## config.mk

```make
export PLATFORM = sky130hd
export DESIGN_NAME = instruction_fetch_unit_flat
export DESIGN_NICKNAME = d
export VERILOG_FILES = /design/src/rtl/instruction_fetch_unit_if.sv /design/src/rtl/instruction_fetch_unit.sv /design/src/flat_wrapper.sv
export SDC_FILE = /design/constraint.sdc
export NUM_CORES = 1
export LEC_CHECK = 0
export ABC_AREA = 1
export BUFFER_PORTS_ARGS = -buffer_cell sky130_fd_sc_hd__buf_2
export CELL_PAD_IN_SITES_DETAIL_PLACEMENT = 0
export CELL_PAD_IN_SITES_GLOBAL_PLACEMENT = 1
export CORE_AREA = 2 2 90 157
export DETAILED_ROUTE_END_ITERATION = 8
export DIE_AREA = 0 0 92 159
export PLACE_DENSITY_LB_ADDON = 0.1
export RECOVER_POWER = 100
export SLEW_MARGIN = 5
export SYNTH_ARGS = -nofsm -noshare
export SYNTH_HDL_FRONTEND = slang
export SYNTH_SLANG_ARGS = --single-unit
```

## constraint.sdc

```tcl
create_clock -name clk -period 3.2 [get_ports clk]
set_input_delay 0 -clock clk [delete_from_list [all_inputs] [get_ports clk]]
set_output_delay 0 -clock clk [all_outputs]
set_load 0.03 [all_outputs]
```

## src/rtl/instruction_fetch_unit_if.sv

```systemverilog
// rtl/instruction_fetch_unit_if.sv - byte-wide memory read bus between fetch unit and memory
//
// Purpose: groups the request/response handshake of the 8-bit instruction memory.
// Signals:
//   mem_read   fetch unit -> memory  read request, held until mem_valid
//   mem_addr   fetch unit -> memory  32-bit byte address
//   mem_data   memory -> fetch unit  read data byte
//   mem_valid  memory -> fetch unit  mem_data valid this cycle
// Modports: master (fetch unit side), slave (memory side).

interface instruction_fetch_unit_if;
  logic        mem_read;
  logic [31:0] mem_addr;
  logic [7:0]  mem_data;
  logic        mem_valid;

  modport master (
    output mem_read,
    output mem_addr,
    input  mem_data,
    input  mem_valid
  );

  modport slave (
    input  mem_read,
    input  mem_addr,
    output mem_data,
    output mem_valid
  );
endinterface

```

## src/rtl/instruction_fetch_unit.sv

```systemverilog
// rtl/instruction_fetch_unit.sv - byte-serial 32-bit instruction fetch unit
//
// Purpose: owns the program counter, reads four consecutive bytes from an
// 8-bit memory with arbitrary wait states and assembles them big-endian
// (first byte most significant) into the instruction register.
// Ports:
//   clk       in   system clock, rising edge
//   rst       in   asynchronous active-high reset, clears all state
//   start     in   request one 4-byte fetch (sampled only in IDLE)
//   pc_load   in   load pc from pc_in (honoured only in IDLE)
//   pc_in     in   new program counter value
//   bus       master modport: mem_read/mem_addr out, mem_data/mem_valid in
//   pc        out  program counter
//   ir        out  last completed instruction word
//   ir_valid  out  one-cycle strobe, ir just updated
//   busy      out  high while a fetch is in progress

module instruction_fetch_unit (
  input  logic                          clk,
  input  logic                          rst,
  input  logic                          start,
  input  logic                          pc_load,
  input  logic [31:0]                   pc_in,
  instruction_fetch_unit_if.master      bus,
  output logic [31:0]                   pc,
  output logic [31:0]                   ir,
  output logic                          ir_valid,
  output logic                          busy
);

  typedef enum logic [0:0] {
    IDLE  = 1'b0,
    FETCH = 1'b1
  } state_t;

  state_t      state;
  state_t      state_next;

  logic [1:0]  cnt;        // bytes already captured in the current fetch
  logic [23:0] shift_buf;  // first three bytes, oldest in the top byte
  logic        capture;    // a byte is accepted on this edge
  logic        done;       // the accepted byte completes the word
  logic        mem_read_c;

  // State register
  always_ff @(posedge clk or posedge rst) begin
    if (rst) begin
      state <= IDLE;
    end else begin
      state <= state_next;
    end
  end

  // Next-state and decoded outputs. mem_valid only counts while a read is
  // outstanding, so spurious strobes in IDLE never reach the datapath.
  always_comb begin
    state_next = state;
    mem_read_c = 1'b0;
    busy       = 1'b0;
    capture    = 1'b0;
    done       = 1'b0;
    unique case (state)
      IDLE: begin
        if (start) begin
          state_next = FETCH;
        end
      end
      FETCH: begin
        mem_read_c = 1'b1;
        busy       = 1'b1;
        if (bus.mem_valid) begin
          capture = 1'b1;
          if (cnt == 2'd3) begin
            done       = 1'b1;
            state_next = IDLE;
          end
        end
      end
      default: begin
        state_next = IDLE;
      end
    endcase
  end

  assign bus.mem_read = mem_read_c;
  // Address comes straight from pc, so it only moves on a capture edge and is
  // stable for the whole request, however long the memory stalls.
  assign bus.mem_addr = pc;

  // Datapath: pc, byte counter, shift buffer, instruction register.
  always_ff @(posedge clk or posedge rst) begin
    if (rst) begin
      pc        <= 32'd0;
      ir        <= 32'd0;
      ir_valid  <= 1'b0;
      cnt       <= 2'd0;
      shift_buf <= 24'd0;
    end else begin
      ir_valid <= 1'b0;
      if (state == IDLE) begin
        // A simultaneous load and start fetches from the newly loaded pc.
        if (pc_load) begin
          pc <= pc_in;
        end
        if (start) begin
          cnt <= 2'd0;
        end
      end else if (capture) begin
        shift_buf <= {shift_buf[15:0], bus.mem_data};
        pc        <= pc + 32'd1;   // wraps modulo 2^32
        cnt       <= cnt + 2'd1;   // wraps to 0 on the fourth byte
        if (done) begin
          // ir only ever changes here, so partial words are never visible.
          ir       <= {shift_buf, bus.mem_data};
          ir_valid <= 1'b1;
        end
      end
    end
  end

endmodule

```

## src/flat_wrapper.sv

```systemverilog
// flat-port wrapper written by rule: the top's interface ports become plain ports
module instruction_fetch_unit_flat 
  (clk, rst, start, pc_load, pc_in, pc, ir, ir_valid, busy, bus_mem_read, bus_mem_addr, bus_mem_data, bus_mem_valid);
  instruction_fetch_unit_if bus_i ();
  input  logic clk;
  input  logic rst;
  input  logic start;
  input  logic pc_load;
  input  logic [31:0] pc_in;
  output logic [31:0] pc;
  output logic [31:0] ir;
  output logic ir_valid;
  output logic busy;
  output wire logic [$bits(bus_i.mem_read)-1:0] bus_mem_read;
  output wire logic [$bits(bus_i.mem_addr)-1:0] bus_mem_addr;
  input wire logic [$bits(bus_i.mem_data)-1:0] bus_mem_data;
  input wire logic [$bits(bus_i.mem_valid)-1:0] bus_mem_valid;
  assign bus_mem_read = bus_i.mem_read;
  assign bus_mem_addr = bus_i.mem_addr;
  assign bus_i.mem_data = bus_mem_data;
  assign bus_i.mem_valid = bus_mem_valid;
  instruction_fetch_unit u_core (.clk(clk), .rst(rst), .start(start), .pc_load(pc_load), .pc_in(pc_in), .bus(bus_i), .pc(pc), .ir(ir), .ir_valid(ir_valid), .busy(busy));
endmodule
```

## Yosys cells after proc, flatten, opt, wreduce, memory -nomap -nowiden

Cells that the tools add are included.

- Bits in registers: 92
- Input port bits: 45

- Add/sub/neg operators: 2
- Eq/ne operators: 2
- Mux-type cells: 19
- Bitwise gates (word level): 1
- Reduce and logical (&&, ||, !) cells: 6

Operators by type and width:

| cell | number |
|---|---|
| $mux W32 | 3 |
| $add A32 B1 Y32 const B | 1 |
| $mux W1 | 12 |
| $mux W2 | 3 |
| $reduce_and A2 Y1 | 3 |
| $reduce_bool A2 Y1 | 2 |
| $reduce_and A3 Y1 | 1 |
| $add A2 B1 Y2 const B | 1 |
| $eq A2 B2 Y1 const B | 1 |
| $ne A2 B2 Y1 const B | 1 |
| $pmux W1 S2 | 1 |
| $not A1 Y1 | 1 |

## Logic depth before layout (Yosys ltp)

Gate-level depths: netlist of run 1.

- Word-level depth: 7
- Mapped depth: 10

## Worst setup path before layout of run 1

OpenSTA, ideal clock, no wires.

- Kind: reg2reg
- Start: register u_core.pc[1] (netlist: u_core.bus.mem_addr[1])
- End: register u_core.pc[30] (netlist: u_core.bus.mem_addr[30])
- Arrival: 1.544 ns
- Required time: 3.083 ns
- Slack: 1.539 ns
- Stages on the path, launching flop included: 11
- Period minus slack after synthesis: 1.661 ns
- Cells stage by stage: dfrtp_1 -> ha_1 -> nand2_1 -> nor2_2 -> nand2_1 -> nor2_2 -> nand2_1 -> nand2_1 -> nand3_1 -> nand2_1 -> nand2_1

- Cells in the longest elaborated chain, start to end: 3

Ends and longest elaborated chain:

| item | line | text |
|---|---|---|
| from (decl) | instruction_fetch_unit.sv:25 | `output logic [31:0] pc,` |
| from (signal assigned) | instruction_fetch_unit.sv:103 | `pc <= pc_in;` |
| from (signal assigned) | instruction_fetch_unit.sv:110 | `pc <= pc + 32'd1;` |
| $add A32 B1 Y32 | instruction_fetch_unit.sv:110 |  |
| $mux W32 | instruction_fetch_unit.sv:108 | `end else if (capture) begin` |
| $mux W32 | instruction_fetch_unit.sv:100 | `if (state == IDLE) begin` |

No other way between the ends. The select of a mux whose other input is x is not followed.
A chain may end at the register's enable or synchronous reset.

## Worst setup path in the final report of run 1

- Start: register u_core.state
- End: register u_core.pc[15] (netlist: u_core.bus.mem_addr[15])

- Cells in the longest elaborated chain, start to end: 3

Ends and longest elaborated chain:

| item | line | text |
|---|---|---|
| from (decl) | instruction_fetch_unit.sv:36 | `state_t state;` |
| from (signal assigned) | instruction_fetch_unit.sv:50 | `state <= state_next;` |
| $mux W1 | instruction_fetch_unit.sv:62 | `unique case (state)` |
| $ne A2 B2 Y1 (no source line) | -- |  |
| $reduce_and A2 Y1 (no source line) | -- |  |

Several ways; a longest one is shown, not always the timed one.

==> results of run 1 <==
## registers in the layout (all words and copies together), names as in the netlist
| name | count |
|---|---|
| u_core.cnt | 2 |
| u_core.ir_valid | 1 |
| u_core.ir | 32 |
| u_core.shift_buf | 24 |
| u_core.bus.mem_addr | 32 |
| u_core.state | 1 |
## worst min-delay path by stage
stage,end,slack [ns],cells after the start
6_report,u_core.bus.mem_addr[16],0.02,5
5_1_grt,u_core.bus.mem_addr[5],0.02,3
4_1_cts,u_core.bus.mem_addr[16],0.007,5
3_5_place_dp,u_core.bus.mem_addr[24],0.23,2
3_3_place_gp,u_core.ir[9],0.22,2
2_1_floorplan,u_core.shift_buf[0],0.13,2
## layer usage
| layer | share of wire [%] | wire length [µm] |
|---|---|---|
| met5 | 0 | 0 |
| met4 | 2.0 | 283 |
| met3 | 4.1 | 580 |
| met2 | 56 | 7910 |
| met1 | 38 | 5460 |
## power groups by stage
stage,combinational (µW),sequential (µW),clock (µW)
6_report,3190,2200,1060
5_1_grt,3520,2290,1150
4_1_cts,3400,2200,1090
3_5_place_dp,3360,2210,0
3_3_place_gp,3350,2190,0
2_1_floorplan,1980,2810,0
## placed cells by master, fill, tap and decap left out, drive strengths merged
| cell | instances |
|---|---|
| nor2 | 87 |
| clkbuf | 110 |
| buf | 45 |
| nand3b | 3 |
| nand3 | 35 |
| nand2 | 225 |
| o22ai | 7 |
| clkinvlp | 1 |
| or2 | 1 |
| and2 | 3 |
| ha | 2 |
| dfrtp | 92 |
| dlygate4sd3 | 35 |
| a31oi | 1 |
| a21oi | 15 |
| inv | 60 |
| a22oi | 2 |
| o21ai | 67 |
| clkinv | 2 |
| o21bai | 2 |
| xnor2 | 1 |
| nand4 | 1 |
| nor3 | 1 |
## kinds of logic (layout without fill, tap and decap cells)
kind of cell / after synthesis / in the layout / share of synthesized area, %
AO/OA/AOI/OAI: 94 / 94 / 10.1
AND/OR/NAND/NOR: 356 / 356 / 30.2
XOR/XNOR: 1 / 1 / 0.181
buffers and inverters: 111 / 253 / 11.5
adder cells (fa/ha/maj): 2 / 2 / 0.516
flip-flops: 92 / 92 / 47.5
## stage by stage
step / power (µW) / setup slack [ns] / utilization [%] / hold WS, ns
2_1_floorplan: 4790 / 0.808 / - / 0.134
3_3_place_gp: 5530 / 1.08 / 41.0 / 0.220
3_5_place_dp: 5570 / 1.06 / 41.0 / 0.227
4_1_cts: 6690 / 1.04 / 45.8 / 0.00704
5_1_grt: 6950 / 0.416 / 44.8 / 0.0202
6_report: 6450 / 0.749 / 44.8 / 0.0168
## tightest hold or removal path, cell delays in order
cell	delay [ns]
buf_2	0.08
o22ai_1	0.07
nand2_1	0.05
o21ai_0	0.07
inv_1	0.05
## area by class of cell
cell class,count,share of cell area (%)
sequential,92,38.6
multi-input combinational,453,33.2
timing repair buffer,181,16.1
clock buffer,9,3.78
tap,174,3.65
inverter,56,3.55
clock inverter,7,1.09
==> impl_metrics.json, run 1 <==
{
  "run_status": "finished, violations left",
  "violations": "capacitance limit, slew limit",
  "crit_type": "register to register",
  "cp.arrival_ns": 2.67,
  "timing.rr.start": "u_core.state",
  "cp_data_required_time_ns": 3.42,
  "yosys_register_bits": 92,
  "clkTransAtPathRegs_ns": 0.07,
  "cts_made_buffers": 9,
  "fmax_mhz": 408,
  "viasPerCell": 4.74,
  "finalClockSkew_ns": 0.00934,
  "ctsResizeCount": 0,
  "grtUsageTotal_pct": 19.7,
  "syn_inst": 656,
  "synth_top_flop_cell": "dfrtp_1",
  "p_clk_share_pct": 16.4,
  "dp_cells": 921,
  "io_pins": 144,
  "syn_area_um2": 4850,
  "die_h_um": 159,
  "async_flop_share_pct": 100,
  "drv_cap": 1,
  "setup_viol": 0,
  "synth_area_leader_cell": "dfrtp_1",
  "maxSlewHeadroom_pct": -54.4,
  "dp_hpwl_um": 10300,
  "io_buffer_count": 143,
  "post_cts_hold_buffer_count": 35,
  "p_sw_uw": 3460,
  "overflow": 0,
  "core_um2": 13300,
  "internal-power_uw": 2990,
  "placed_cell_area_um2": 5460,
  "r2r-end": "u_core.bus.mem_addr[15]",
  "clock_latency_ns": 0.34,
  "timing_hold_violations_final": 0,
  "tightest_slew_ns": 2.30,
  "yosysMostFrequentCell": "nand2_1",
  "drt-total-wl_um": 14200,
  "period_share_pct": 76.6,
  "drc_errors": 0,
  "cp-end-kind": "register",
  "ir_worst_vdd_v": 0.000496,
  "comb_power_share_pct": 49.4,
  "fin_nets": 840,
  "multi_input_comb_area_um2": 1980,
  "period_needed_ns": 2.45,
  "swShare_pct": 53.6,
  "crit_family": "simple AND/OR/NAND/NOR gates",
  "cp-endpoint": "u_core.bus.mem_addr[15]",
  "num_rows": 56,
  "ys_types": 27,
  "stdcell_area_um2": 5960,
  "cts_root_buf": "clkbuf_16",
  "yosys.area.top_type_share_pct": 47.5,
  "use_met1_pct": 22.0,
  "grt_max_degree": 51,
  "cp.depth": 6,
  "place.gp.congestion": 0.905,
  "gr-max-usage-layer": "met2",
  "synth_edf_count": 0,
  "drive_above_1_share_pct": 10.3,
  "use_met3_pct": 2.84,
  "synth_area_leaders": "dfrtp_1, nand2_1, o21ai_0",
  "fillers": 1451,
  "fin_setup_tns_ns": 0,
  "p_seq_share_pct": 34.1,
  "critical_path.startpoint": "u_core.state",
  "stdcell_count": 972,
  "route.vias.total": 4609,
  "post_cts_buffers": 0,
  "n_antenna_cell": 0,
  "drv_slew": 51,
  "met2_usage_pct": 37.4,
  "cts_sinks": 92,
  "worstSetupStartpointType": "register",
  "grt_setup_unrepaired": "false",
  "regArea_um2": 2300,
  "cts-htree-levels": 3,
  "slowest_delay_ns": 0.71,
  "avgSynthCellArea_um2": 7.39,
  "crit_fanout": 36,
  "p_per_area_nw_per_um2": 1080,
  "yosysWarnings": 0,
  "wl_per_cell_um": 14.6,
  "syn_to_final_growth_pct": 23.0,
  "initial_core_util_pct": 36.4,
  "grt_pass1_wl_um": 23000,
  "worst_hold_startpoint": "pc_in[16]",
  "dieWidth_um": 92,
  "crit_chain": "nand2_4 -> nand2_1 -> inv_2 -> nor2_1 -> o21ai_0 -> inv_1",
  "drt_iter0_drc": 206,
  "synth_nets": 703,
  "cpMaxStageDelayCell": "inv_2",
  "clock_path_buffers": 2,
  "yosys-top-cells-count": "nand2_1, dfrtp_1, nor2_1",
  "seq_area_frac_synth_pct": 47.5,
  "crit_buf_inv": 2,
  "dieArea_um2": 14600,
  "drtPass1Iterations": 4,
  "grt_pass1_vias": 4515,
  "cts_tree": "yes",
  "p_leak_uw": 0.00281,
  "min-delay-path-class": "input pin to register",
  "ant_nets": 0,
  "r2r_slack_ns": 0.75,
  "antenna_found_initial": 0,
  "reg2reg_depth": 6
}
Power figures use the tool's default switching activity.
==> inputs of run 2 (changes only) <==
- clock period: 3.2 -> 2.4 ns (I/O delays scaled with it)
==> run 2 against run 1 <==
Net effect:
- the run now ends clean
- global-route usage up 0.32 points
- flip-flop and latch count stayed put
- combinational power grew 34%
- clock skew about the same
- critical path type unchanged
- largest cell class unchanged
- highest routed layer unchanged
==> impl_metrics.json, run 2 (synthesized netlist as in run 1, its figures left out) <==
{
  "antenna_found_initial": 0,
  "ctsResizeCount": 0,
  "cts_made_buffers": 9,
  "p_per_area_nw_per_um2": 1480,
  "drc_errors": 0,
  "drive_above_1_share_pct": 10.2,
  "period_needed_ns": 1.91,
  "num_rows": 56,
  "place.gp.congestion": 0.914,
  "wl_per_cell_um": 14.7,
  "viasPerCell": 4.71,
  "clock_path_buffers": 2,
  "drt_iter0_drc": 205,
  "worstSetupStartpointType": "register",
  "fin_nets": 839,
  "dieWidth_um": 92,
  "drv_cap": 0,
  "fin_util_pct": 45.1,
  "finalClockSkew_ns": 0.00954,
  "initial_core_util_pct": 36.4,
  "fmax_mhz": 523,
  "crit_type": "register to register",
  "run_status": "finished, final reports clean",
  "dp_hpwl_um": 10300,
  "n_antenna_cell": 0,
  "cts_tree": "yes",
  "io_pins": 144,
  "grt_pass1_wl_um": 23300,
  "min-delay-path-class": "input pin to register",
  "syn_to_final_growth_pct": 23.8,
  "tightest_slew_ns": 1.28,
  "final_cell_mix": "nand2_1, clkbuf_1, dfrtp_1, nor2_1, o21ai_0",
  "grt_pass1_vias": 4549,
  "drt-total-wl_um": 14200,
  "drv_slew": 0,
  "dp_slack_ns": 0.610,
  "core_um2": 13300,
  "setup_viol": 0,
  "drtPass1Iterations": 4,
  "setup_ws_ns": 0.488,
  "grtUsageTotal_pct": 20.0,
  "grt_max_degree": 49,
  "cts-htree-levels": 3,
  "period_share_pct": 79.6,
  "hold_ws_ns": 0.00753,
  "p_leak_uw": 0.00284,
  "die_h_um": 159,
  "maxSlewHeadroom_pct": 14.1,
  "cp-end-kind": "register",
  "clkTransAtPathRegs_ns": 0.07,
  "overflow": 0,
  "cp_data_required_time_ns": 2.63,
  "cts_root_buf": "clkbuf_16",
  "crit_fanout": 6,
  "cts_sinks": 92,
  "fillers": 1445,
  "clock_latency_ns": 0.34,
  "ir_worst_vdd_v": 0.000663,
  "grt_setup_unrepaired": "false",
  "cp.arrival_ns": 2.14,
  "route.vias.total": 4572,
  "io_buffer_count": 143,
  "finalPower_uw": 8880,
  "ant_nets": 0,
  "fin_setup_tns_ns": 0,
  "timing_hold_violations_final": 0,
  "dieArea_um2": 14600,
  "post_cts_buffers": 0,
  "final_common_cell": "nand2_1"
}
==> run 2: cell count changes in the layout (fill, tap and decap cells not counted), moves of 2 or more <==
cell | previous run | this run
nor2_2 | 7 | 5
nor2_1 | 77 | 79
inv_6 | 2 | 0
dlygate4sd3_1 | 35 | 31
bufinv_16 | 0 | 3
buf_4 | 0 | 3
==> run 2: path summary, 6_finish.rpt <==
path	from	to	slack [ns]	cells past startpoint
hold / removal	pc_in[21]	u_core.bus.mem_addr[21]	0.008	5
setup / recovery	u_core.bus.mem_addr[1]	u_core.bus.mem_addr[30]	0.49	10
setup reg to reg	u_core.bus.mem_addr[1]	u_core.bus.mem_addr[30]	0.49	10
max in group asynchronous	rst	u_core.bus.mem_addr[4]	0.69	4
hold reg to reg	u_core.ir[28]	u_core.ir[28]	0.47	2
min in group asynchronous	rst	u_core.ir[0]	0.47	3
==> run 2: stage by stage <==
step,instance area [µm²],std cells
finish,6000,970
global route,6000,970
CTS,6150,970
detailed placement,5490,924
global placement,5490,924
floorplan,4850,656
==> run 2: worst max-delay path, cell delays in order, from the launching register on <==
cell	delay [ns]
dfrtp_1	0.44
ha_1	0.24
nand2_1	0.08
nor2_1	0.22
nand2_1	0.14
nor2_1	0.32
nand2_1	0.10
nand2_1	0.06
nand3_1	0.06
nand2_1	0.09
nand2_1	0.05
==> run 2: per-layer routing <==
metal	wire (µm)	track usage, %	part of all wire [%]
met5	0	0	0
met4	304	6.24	2.1
met3	528	3.08	3.7
met2	7750	38.0	54
met1	5640	22.5	40
==> run 2: report_power, final <==
part | switching [µW] | internal, µW | total, µW
Combinational | 3240 | 1040 | 4270
Clock | 639 | 1030 | 1670
Sequential | 709 | 2230 | 2940
Total | 4580 | 4300 | 8880
==> run 2: layout make-up <==
type / count / area (µm²) / share of cell area [%]
clock inverters: 6 / 121 / 2.02
flip-flops and latches: 92 / 2300 / 38.3
well taps: 174 / 218 / 3.63
clock buffers: 9 / 225 / 3.75
inverters: 56 / 211 / 3.52
multi-input cells: 453 / 1970 / 32.8
repair buffers: 180 / 956 / 15.9
==> run 2: repair_timing <==
action                                  4_1_cts  5_1_grt
hold buffers                                 31        0
endpoints found under the setup margin        0        0
hold endpoints to repair                     63        0
==> inputs of run 3 (changes only) <==
- ABC_AREA: 1 -> 0
- CORE_AREA: 2 2 90 157 -> 2 2 86 151
- DIE_AREA: 0 0 92 159 -> 0 0 88 153
- clock period: 2.4 -> 1.8 ns (I/O delays scaled with it)
==> run 3 against run 2 <==
Net effect:
- register-to-register slack got worse by 0.50 ns
- count of clock-buffer cells in the layout increased by 1
- highest routed layer unchanged
- power increased by 36%
- largest power group unchanged
- the flow now finishes with violations (setup timing)
==> impl_metrics.json, run 3 <==
{
  "run_status": "finished, violations left",
  "clock_latency_ns": 0.34,
  "period_share_pct": 101,
  "synth_xor_area_share_pct": 0.383,
  "synth_area_leaders": "dfrtp_1, nand2_1, mux2_2",
  "dp_slack_ns": -0.0533,
  "io_pins": 144,
  "n_antenna_cell": 0,
  "clock_path_buffers": 2,
  "synth-simple-area-share_pct": 19.4,
  "cp.arrival_ns": 2.04,
  "period_needed_ns": 1.81,
  "dieWidth_um": 88,
  "yosys_register_bits": 92,
  "num_rows": 54,
  "synth_top_family_by_area": "simple AND/OR/NAND/NOR gates",
  "antenna_found_initial": 0,
  "route.vias.total": 4103,
  "drv_cap": 0,
  "maxSlewHeadroom_pct": 47.5,
  "async_flop_share_pct": 100,
  "cts_sinks": 92,
  "min-delay-path-class": "input pin to register",
  "viasPerCell": 4.97,
  "drv_slew": 0,
  "synth.mux.area_fraction_pct": 9.44,
  "cp-end-kind": "register",
  "initial_core_util_pct": 37.4,
  "cts_made_buffers": 9,
  "dieArea_um2": 13500,
  "wl_per_cell_um": 16.0,
  "timing_hold_violations_final": 0,
  "yosys.area.top_type_share_pct": 50.3,
  "p_leak_uw": 0.00283,
  "ant_nets": 0,
  "die_h_um": 153,
  "synth_edf_count": 0,
  "yosys.area_share.adder_pct": 0.547,
  "io_buffer_count": 143,
  "clkTransAtPathRegs_ns": 0.07,
  "setup_ws_ns": -0.0107,
  "worstSetupStartpointType": "register",
  "final_common_cell": "nand2_1",
  "drt-total-wl_um": 13200,
  "syn_to_final_growth_pct": 36.0,
  "avgSynthCellArea_um2": 9.77,
  "grtUsageTotal_pct": 20.1,
  "cts_root_buf": "clkbuf_16",
  "cts-htree-levels": 3,
  "tightest_slew_ns": 0.787,
  "final_cell_mix": "nand2_1, clkbuf_1, dfrtp_1, buf_2, buf_4",
  "drc_errors": 0,
  "stdcell_count": 826,
  "violations": "setup timing",
  "drive_above_1_share_pct": 30.1,
  "fin_nets": 700,
  "syn_area_um2": 4570,
  "ir_worst_vdd_v": 0.00102,
  "setup_viol": 2,
  "synth_top_flop_cell": "dfrtp_1",
  "grt_max_degree": 49,
  "seq_area_frac_synth_pct": 50.3,
  "fmax_mhz": 552,
  "syn_inst": 468,
  "yosysMostFrequentCell": "nand2_1",
  "cp_data_required_time_ns": 2.03,
  "crit_fanout": 3,
  "crit_type": "register to register",
  "cts_tree": "yes",
  "drt_iter0_drc": 132,
  "ys_types": 52,
  "synth_nets": 515,
  "dp_cells": 766,
  "drtPass1Iterations": 4,
  "yosysWarnings": 0,
  "grt_setup_unrepaired": "true",
  "grt_pass1_vias": 4233,
  "grt_pass1_wl_um": 21100,
  "place.gp.congestion": 0.813,
  "finalClockSkew_ns": 0.00475,
  "synth_area_leader_cell": "dfrtp_1",
  "dp_hpwl_um": 9530,
  "overflow": 0,
  "synth-compound-area-share_pct": 11.5,
  "p_per_area_nw_per_um2": 1940,
  "core_um2": 12200,
  "yosys-top-cells-count": "nand2_1, dfrtp_1, buf_4, mux2_2, a21oi_1"
}
## run 3: cell types whose count changed after synthesis, moves of 8 or more
| cell | before | now |
|---|---|---|
| nand3_1 | 35 | 17 |
| clkbuf_1 | 9 | 17 |
| nor2_1 | 76 | 23 |
| o21ai_0 | 63 | 13 |
| mux2_2 | 0 | 33 |
| a21oi_1 | 15 | 30 |
| inv_1 | 52 | 6 |
| nor2_2 | 8 | 0 |
| nand2_1 | 221 | 105 |
## run 3: cell type report
class                   count  area, µm²
repair buffers            233       1380
flip-flops and latches     92       2320
multi-input cells         311       2000
well taps                 168        210
fillers                  1246       6010
clock buffers              10        229
inverters                   6       23.8
clock inverters             6       56.3
## run 3: per-layer routing
metal	wire length (µm)	track usage [%]	vias up
met2	7150	36.8	121
met3	551	3.78	22
met1	5140	22.6	1987
met4	372	7.18	0
li1	-	-	1973
met5	0	0	-
## run 3: stage by stage
stage / TNS (ns) / total power (µW) / cell area [µm²] / util, % / hold slack [ns]
finish: -0.0156 / 12100 / 6220 / 50.9 / 0.00884
global route: -0.668 / 12900 / 6220 / 50.9 / 0.0297
CTS: 0 / 12300 / 6250 / 51.1 / 0.00685
detailed placement: -0.105 / 10400 / 5590 / 45.7 / 0.0168
global placement: 0 / 10300 / 5590 / 45.7 / 0.00981
floorplan: -1.20 / 8510 / 4660 / - / 0.105
## run 3: logic make-up (layout without fill, tap and decap cells)
group / Yosys count / after routing
xor gates and xnor gates: 2 / 2
and+or+nand+nor: 186 / 186
buffers and inverters: 65 / 255
DFF: 92 / 92
muxes: 39 / 39
AOI/OAI and AO/OA: 82 / 82
adders and majority gates: 2 / 2
## run 3: worst paths after layout
path	cells after the start	slack, ns	startpoint	to
min in group asynchronous	3	0.28	rst	u_core.shift_buf[21]
setup / recovery	6	-0.01	u_core.bus.mem_addr[0]	u_core.bus.mem_addr[28]
max in group asynchronous	4	0.29	rst	u_core.bus.mem_addr[13]
hold / removal	4	0.009	pc_in[17]	u_core.bus.mem_addr[17]
hold reg to reg	2	0.48	u_core.shift_buf[23]	u_core.shift_buf[23]
setup reg to reg	6	-0.01	u_core.bus.mem_addr[0]	u_core.bus.mem_addr[28]
## run 3: report_power, final
group,leakage (µW),internal [µW],switching [µW],total (µW)
Clock,0.000137,967,876,1840
Sequential,0.00110,3040,817,3860
Combinational,0.00159,2100,4280,6370
## run 3: worst max-delay path, stage by stage (launching register included)
cell and delay [ns]:
dfrtp_2 0.40, ha_4 0.15, nand4_1 0.20, nor4_4 0.37
a21oi_1 0.11, a31o_2 0.22, a221o_1 0.25
## run 3: timing repair
| item | 4_1_cts | 5_1_grt |
|---|---|---|
| hold buffers | 37 | 0 |
| gates resized for setup | 1 | 14 |
| endpoints found under the setup margin | 3 | 11 |
| hold endpoints to repair | 59 | 0 |
| pin swaps | 0 | 4 |
| buffers inserted | 0 | 7 |
